==> config.mk <==
export PLATFORM = sky130hd
export DESIGN_NAME = ccff_chain_loader
export DESIGN_NICKNAME = d
export VERILOG_FILES = /design/src/rtl/ccff_chain_loader.sv
export SDC_FILE = /design/constraint.sdc
export NUM_CORES = 1
export LEC_CHECK = 0
export CORE_ASPECT_RATIO = 0.9
export CORE_UTILIZATION = 52
export CTS_CLUSTER_DIAMETER = 60
export CTS_CLUSTER_SIZE = 30
export DETAILED_ROUTE_END_ITERATION = 10
export PLACE_DENSITY_LB_ADDON = 0.05
export SYNTH_ARGS = -nofsm -noshare
export SYNTH_HDL_FRONTEND = slang
export SYNTH_SLANG_ARGS = --single-unit
==> constraint.sdc <==
create_clock -name prog_clk -period 2.9 [get_ports prog_clk]
set_input_delay 0.29 -clock prog_clk [delete_from_list [all_inputs] [get_ports prog_clk]]
set_output_delay 0.29 -clock prog_clk [all_outputs]
set_load 0.02 [all_outputs]
==> src/rtl/ccff_chain_loader.sv <==
`timescale 1ns / 1ps
// ccff_chain_loader
//
// Programs one logic tile's configuration flip-flop chain (ccff_head -> ccff_tail).
// On start it flushes the chain with zeros, measures the chain length by walking a single
// 1 through it, then serialises bitstream words from a valid/ready source onto ccff_head.
// chain_shift_en qualifies each chain shift; an external clock gate derives the chain's
// shift clock from it.
//
// Ports:
//   prog_clk        sole clock, rising edge
//   pReset_n        asynchronous active-low reset
//   start           one-cycle load request, ignored while busy
//   abort           terminate the current operation (no effect when idle)
//   cfg_data        bitstream word, bit 0 shifted first
//   cfg_valid       cfg_data valid
//   cfg_ready       word accepted when cfg_valid & cfg_ready
//   ccff_head       serial bit into the chain
//   chain_shift_en  chain captures ccff_head at the end of this cycle
//   ccff_tail       serial bit out of the chain
//   busy            high whenever the sequencer is not idle
//   done            one-cycle pulse after a successful load
//   err             sticky error flag, cleared by the next accepted start
//   err_code        0 none, 1 short chain, 2 long/open chain, 3 aborted
//
// Every output is a register; the next-state logic computes what the following cycle will
// present, so in any cycle chain_shift_en/ccff_head describe the shift happening in that cycle.

module ccff_chain_loader #(
    parameter int unsigned CHAIN_LEN   = 24,
    parameter int unsigned DATA_W      = 8,
    parameter int unsigned PROBE_SLACK = 8
) (
    input  logic              prog_clk,
    input  logic              pReset_n,
    input  logic              start,
    input  logic              abort,
    input  logic [DATA_W-1:0] cfg_data,
    input  logic              cfg_valid,
    output logic              cfg_ready,
    output logic              ccff_head,
    output logic              chain_shift_en,
    input  logic              ccff_tail,
    output logic              busy,
    output logic              done,
    output logic              err,
    output logic [1:0]        err_code
);

    // Word bookkeeping: the last word may carry fewer useful bits than DATA_W.
    localparam int unsigned NW        = (CHAIN_LEN + DATA_W - 1) / DATA_W;
    localparam int unsigned LAST_BITS = CHAIN_LEN - (NW - 1) * DATA_W;
    localparam int unsigned PROBE_MAX = CHAIN_LEN + PROBE_SLACK;

    // Counter widths hold their largest value without wrapping.
    localparam int unsigned CNT_W   = $clog2(PROBE_MAX + 1);
    localparam int unsigned WORD_W  = $clog2(NW + 1);
    localparam int unsigned BIT_W   = $clog2(DATA_W + 1);
    localparam int unsigned SHIFT_W = $clog2(CHAIN_LEN + 1);

    localparam logic [CNT_W-1:0]   FLUSH_LAST  = CNT_W'(CHAIN_LEN - 1);
    localparam logic [CNT_W-1:0]   PROBE_PASS  = CNT_W'(CHAIN_LEN);
    localparam logic [CNT_W-1:0]   PROBE_LIMIT = CNT_W'(PROBE_MAX);
    localparam logic [WORD_W-1:0]  LAST_WORD   = WORD_W'(NW - 1);
    localparam logic [BIT_W-1:0]   FULL_BITS   = BIT_W'(DATA_W);
    localparam logic [BIT_W-1:0]   TAIL_BITS   = BIT_W'(LAST_BITS);
    localparam logic [BIT_W-1:0]   ONE_BIT     = BIT_W'(1);
    localparam logic [SHIFT_W-1:0] LOAD_LAST   = SHIFT_W'(CHAIN_LEN - 1);

    // Sequencer states.
    localparam logic [1:0] StIdle  = 2'd0;
    localparam logic [1:0] StFlush = 2'd1;
    localparam logic [1:0] StProbe = 2'd2;
    localparam logic [1:0] StLoad  = 2'd3;

    // Error codes.
    localparam logic [1:0] ErrNone  = 2'd0;
    localparam logic [1:0] ErrShort = 2'd1;
    localparam logic [1:0] ErrLong  = 2'd2;
    localparam logic [1:0] ErrAbort = 2'd3;

    // Sequencer state.
    logic [1:0]         state_q, state_d;
    logic [CNT_W-1:0]   cnt_q, cnt_d;         // flush cycle / probe index
    logic [WORD_W-1:0]  words_q, words_d;     // words accepted in this load
    logic [BIT_W-1:0]   bits_q, bits_d;       // bits left in the shift buffer
    logic [DATA_W-1:0]  buf_q, buf_d;         // bit 0 is the bit on ccff_head now
    logic [SHIFT_W-1:0] shifted_q, shifted_d; // load shifts completed

    // Registered outputs.
    logic       shift_en_q, shift_en_d;
    logic       head_q, head_d;
    logic       ready_q, ready_d;
    logic       busy_q, busy_d;
    logic       done_q, done_d;
    logic       err_q, err_d;
    logic [1:0] err_code_q, err_code_d;

    logic [DATA_W-1:0] buf_next;

    always_comb begin
        state_d    = state_q;
        cnt_d      = cnt_q;
        words_d    = words_q;
        bits_d     = bits_q;
        buf_d      = buf_q;
        shifted_d  = shifted_q;
        shift_en_d = 1'b0;
        head_d     = 1'b0;
        ready_d    = 1'b0;
        done_d     = 1'b0;
        err_d      = err_q;
        err_code_d = err_code_q;
        buf_next   = buf_q >> 1;

        if (state_q != StIdle && abort) begin
            // Abort wins over everything this cycle, including a final shift or probe hit.
            state_d    = StIdle;
            err_d      = 1'b1;
            err_code_d = ErrAbort;
        end else begin
            case (state_q)
                StIdle: begin
                    if (start) begin
                        state_d    = StFlush;
                        cnt_d      = '0;
                        err_d      = 1'b0;
                        err_code_d = ErrNone;
                        shift_en_d = 1'b1;
                    end
                end

                StFlush: begin
                    shift_en_d = 1'b1;
                    if (cnt_q == FLUSH_LAST) begin
                        // Probe p=0 injects the single 1.
                        state_d = StProbe;
                        cnt_d   = '0;
                        head_d  = 1'b1;
                    end else begin
                        cnt_d = cnt_q + 1'b1;
                    end
                end

                StProbe: begin
                    if (cnt_q != '0 && ccff_tail) begin
                        if (cnt_q == PROBE_PASS) begin
                            state_d   = StLoad;
                            words_d   = '0;
                            bits_d    = '0;
                            shifted_d = '0;
                            ready_d   = 1'b1;
                        end else begin
                            // Early arrival means too few flops; late means too many.
                            state_d    = StIdle;
                            err_d      = 1'b1;
                            err_code_d = (cnt_q < PROBE_PASS) ? ErrShort : ErrLong;
                        end
                    end else if (cnt_q == PROBE_LIMIT) begin
                        state_d    = StIdle;
                        err_d      = 1'b1;
                        err_code_d = ErrLong;
                    end else begin
                        cnt_d      = cnt_q + 1'b1;
                        shift_en_d = 1'b1;
                    end
                end

                StLoad: begin
                    if (shift_en_q) begin
                        // The bit on ccff_head is captured at the end of this cycle.
                        buf_d     = buf_next;
                        bits_d    = bits_q - 1'b1;
                        shifted_d = shifted_q + 1'b1;
                        if (bits_q > ONE_BIT) begin
                            shift_en_d = 1'b1;
                            head_d     = buf_next[0];
                        end else if (shifted_q == LOAD_LAST) begin
                            state_d = StIdle;
                            done_d  = 1'b1;
                        end else begin
                            // Buffer drains this cycle; next cycle is the handshake bubble.
                            ready_d = 1'b1;
                        end
                    end else if (ready_q && cfg_valid) begin
                        buf_d      = cfg_data;
                        bits_d     = (words_q == LAST_WORD) ? TAIL_BITS : FULL_BITS;
                        words_d    = words_q + 1'b1;
                        shift_en_d = 1'b1;
                        head_d     = cfg_data[0];
                    end else begin
                        // Source stalled: keep offering, shift nothing.
                        ready_d = ready_q;
                    end
                end

                default: begin
                    state_d = StIdle;
                end
            endcase
        end

        busy_d = (state_d != StIdle);
    end

    always_ff @(posedge prog_clk or negedge pReset_n) begin
        if (!pReset_n) begin
            state_q    <= StIdle;
            cnt_q      <= '0;
            words_q    <= '0;
            bits_q     <= '0;
            buf_q      <= '0;
            shifted_q  <= '0;
            shift_en_q <= 1'b0;
            head_q     <= 1'b0;
            ready_q    <= 1'b0;
            busy_q     <= 1'b0;
            done_q     <= 1'b0;
            err_q      <= 1'b0;
            err_code_q <= ErrNone;
        end else begin
            state_q    <= state_d;
            cnt_q      <= cnt_d;
            words_q    <= words_d;
            bits_q     <= bits_d;
            buf_q      <= buf_d;
            shifted_q  <= shifted_d;
            shift_en_q <= shift_en_d;
            head_q     <= head_d;
            ready_q    <= ready_d;
            busy_q     <= busy_d;
            done_q     <= done_d;
            err_q      <= err_d;
            err_code_q <= err_code_d;
        end
    end

    assign cfg_ready      = ready_q;
    assign ccff_head      = head_q;
    assign chain_shift_en = shift_en_q;
    assign busy           = busy_q;
    assign done           = done_q;
    assign err            = err_q;
    assign err_code       = err_code_q;

endmodule

==> results by group <==
Power and ir drop
  – Leak: 0.943 nW
  – PwrDens: 587 nW/µm²
  – PnR Total Power: 1.35 mW
  – Peak supply drop: 0.498 mV

Logic synthesis
  – Simple-Gate Fraction of Synth Area: 24.9%
  – Synthesized-area fraction occupied by adder cells: 5.61%
  – Synth Area in Compound Gates: 20.3%
  – Synth warn: 0
  – Number of synthesized register bits: 32
  – Post-synth EDFFs: 0
  – Synth Flop Type: dfrtp_1
  – Mapped Nets: 243
  – Synth cell count leaders: dfrtp_1, nand2_1, o21ai_0
  – Cell variety after synth: 50
  – Most common cell in the netlist: dfrtp_1
  – Sequential cell area fraction in the yosys report: 39.9%
  – Post-synth top area cell: dfrtp_1
  – Post-Syn Area per Cell: 9.12 µm²
  – Async set-or-reset flop fraction in the synthesized netlist: 100%
  – Synth top area cells: dfrtp_1, o21ai_0, ha_1, nand2_1, mux2i_1
  – Mux contribution to synthesized area: 3.99%
  – Synth Area in XOR/XNOR: 0%
  – Cell Area, Synth: 2010 µm²
  – Top cell type's share of synthesized area: 39.9%
  – Cells after Synth: 220
  – Main combinational cell family by area after synthesis: simple AND/OR/NAND/NOR gates

Layout
  – P&R area growth vs syn: 14.6%
  – Share of layout cells above drive strength 1: 7.17%
  – Number of diodes: 0
  – Fill cells: 320
  – FF/Latch Area: 801 µm²
  – Final net count: 262
  – Area of the multi-input gates: 1100 µm²

Critical path
  – Critical path class: reg2reg
  – Worst EP arrival: 2.50 ns
  – Required @ worst endpoint: 3.08 ns
  – CP endpoint kind: flip-flop
  – Startpoint types: flip-flop
  – CP max FO: 9

Clocking
  – Clk slew on worst S/H paths: 0.06 ns
  – Hold_buf cts: 0
  – Root buffer cell: clkbuf_8
  – Number of setup buffers added after CTS: 0
  – CTS resizes: 0
  – Worst-Skew Late Latency: 0.28 ns
  – CTS sink count: 32
  – TritonCTS clock tree: built
  – CTS Buffer Depth: 2
  – Num CTS Buffers: 5
  – H-Tree Depth: 2

Timing
  – Fin. max-slew vios: 0
  – Hold Slack: 0.410 ns
  – Slew HR: 58.4%
  – Fmax: 431 MHz
  – Worst-Margin Slew: 0.624 ns
  – Setup violators final: 0
  – Final period util: 80.0%
  – RSZ-0062 raised after global routing: no
  – Final count of hold timing violations: 0
  – Setup_tns: 0 ns
  – Max Clock Skew: 0.00373 ns
  – Final min period: 2.32 ns

Outcome
  – Outcome: finished clean

Run
  – Max-Cap Viols: 0

Global routing
  – Largest net degree at the start of global routing: 33
  – Gr usage total: 22.4%
  – Initial antenna violation count: 0
  – Vias in the first global route: 1541
  – First-pass GRT wire length: 6910 µm
  – Global route total overflow: 0

Routing
  – First-pass DRT Iterations: 4
  – Total wire length: 4110 µm
  – Drt drc: 0
  – Average vias per placed instance: 5.90
  – DR iter-0 viols: 117
  – Via total after detailed routing: 1669
  – DR WL/cell: 14.5 µm
  – Detail Route Antenna Nets: 0

Placed design
  – GPL Wtd Cong: 0.789
  – Number of port buffers: 21
  – DP HPWL: 2940 µm

Die
  – Initial core utilization: 54.2%
  – Row Count: 21
  – Width of the die: 67.5 µm
  – CORE AREA: 3700 µm²
  – Die area: 4110 µm²
  – Io pins: 22
  – Die height: 60.9 µm

Worst hold path
  – Hold/Removal Path Class: in2async
## cell families (layout without fill, tap and decap cells)
kind of cell / Yosys count / after routing
buffers and inverters: 24 / 41
AO/OA/AOI/OAI: 60 / 60
flip-flops: 32 / 32
AND/OR/NAND/NOR: 87 / 87
adder cells (fa/ha/maj): 9 / 9
multiplexers: 8 / 8
## area by class of cell
| cell class | instances | share of cell area, % |
|---|---|---|
| multi-input combinational | 164 | 47.8 |
| clock buffer | 5 | 2.99 |
| inverter | 13 | 2.12 |
| tap | 46 | 2.50 |
| sequential | 32 | 34.8 |
| timing repair buffer | 23 | 9.79 |
## registers in the layout, summed over array words and instances, names as in the netlist
register        flops
err_code            2
cfg_ready           1
done                1
ccff_head           1
chain_shift_en      1
shifted_q           5
err                 1
busy                1
bits_q              4
buf_q               7
state_q             2
cnt_q               6
## critical path: stages (launching register included)
cell and delay, ns:
dfrtp_1 0.41, inv_1 0.08, ha_1 0.27, nor4b_4 0.33, mux2i_1 0.39, o21ai_2 0.18
or2_1 0.30, o31ai_1 0.26
## final timing paths
kind | startpoint | to | slack [ns] | depth (start not counted)
min in group prog_clk | buf_q[4]$_DFFE_PN0P_ | buf_q[4]$_DFFE_PN0P_ | 0.48 | 2
min reg2reg | buf_q[4]$_DFFE_PN0P_ | buf_q[4]$_DFFE_PN0P_ | 0.48 | 2
max reg2reg | cnt_q[0]$_DFFE_PN0P_ | cnt_q[4]$_DFFE_PN0P_ | 0.58 | 7
max in group asynchronous | pReset_n | state_q[1]$_DFF_PN0_ | 2.19 | 2
min | pReset_n | cnt_q[5]$_DFFE_PN0P_ | 0.41 | 2
max | cnt_q[0]$_DFFE_PN0P_ | cnt_q[4]$_DFFE_PN0P_ | 0.58 | 7
## metal layers
metal  track usage (%)  vias to the layer above  wire, µm
met5                 0                        -         0
met4              6.38                        0        41
met3              5.08                        6       180
met2              34.4                       36      1850
met1              31.6                      797      2040
li1                  -                      830         -
## power by group
part | internal [mW] | total [mW] | switching (mW)
Clock | 0.154 | 0.302 | 0.147
Combinational | 0.233 | 0.511 | 0.278
Sequential | 0.493 | 0.538 | 0.0452
## placed cells by master (no fill, tap or decap), drive strengths merged, types with 2 or more instances in the layout
master,netlist,final
dfrtp,32,32
nand2,30,30
o21ai,26,26
clkdlybuf4s50,0,21
nand3,14,14
inv,13,13
nor2,12,12
ha,9,9
mux2i,8,8
a21oi,6,6
nand2b,5,5
o31ai,5,5
clkbuf,3,5
a211oi,4,4
or2,4,4
nor2b,3,3
nand3b,3,3
nand4b,2,2
o21a,2,2
a221oi,2,2
o311ai,2,2
o21bai,2,2
or3,2,2
nand4,2,2
or4b,2,2
a2bb2oi,2,2
buf,8,2
nand4bb,2,2
nor3,2,2
## through the flow
stage	setup WS, ns	util (%)	cells	cell area [µm²]
after floorplan	0.954	-	220	2010
after global placement	0.766	60.2	278	2230
after detailed placement	0.631	60.2	278	2230
after CTS	0.593	62.1	283	2300
after global routing	0.442	62.1	283	2300
final	0.579	62.1	283	2300
Note: power is estimated with default switching activity, not from simulation.
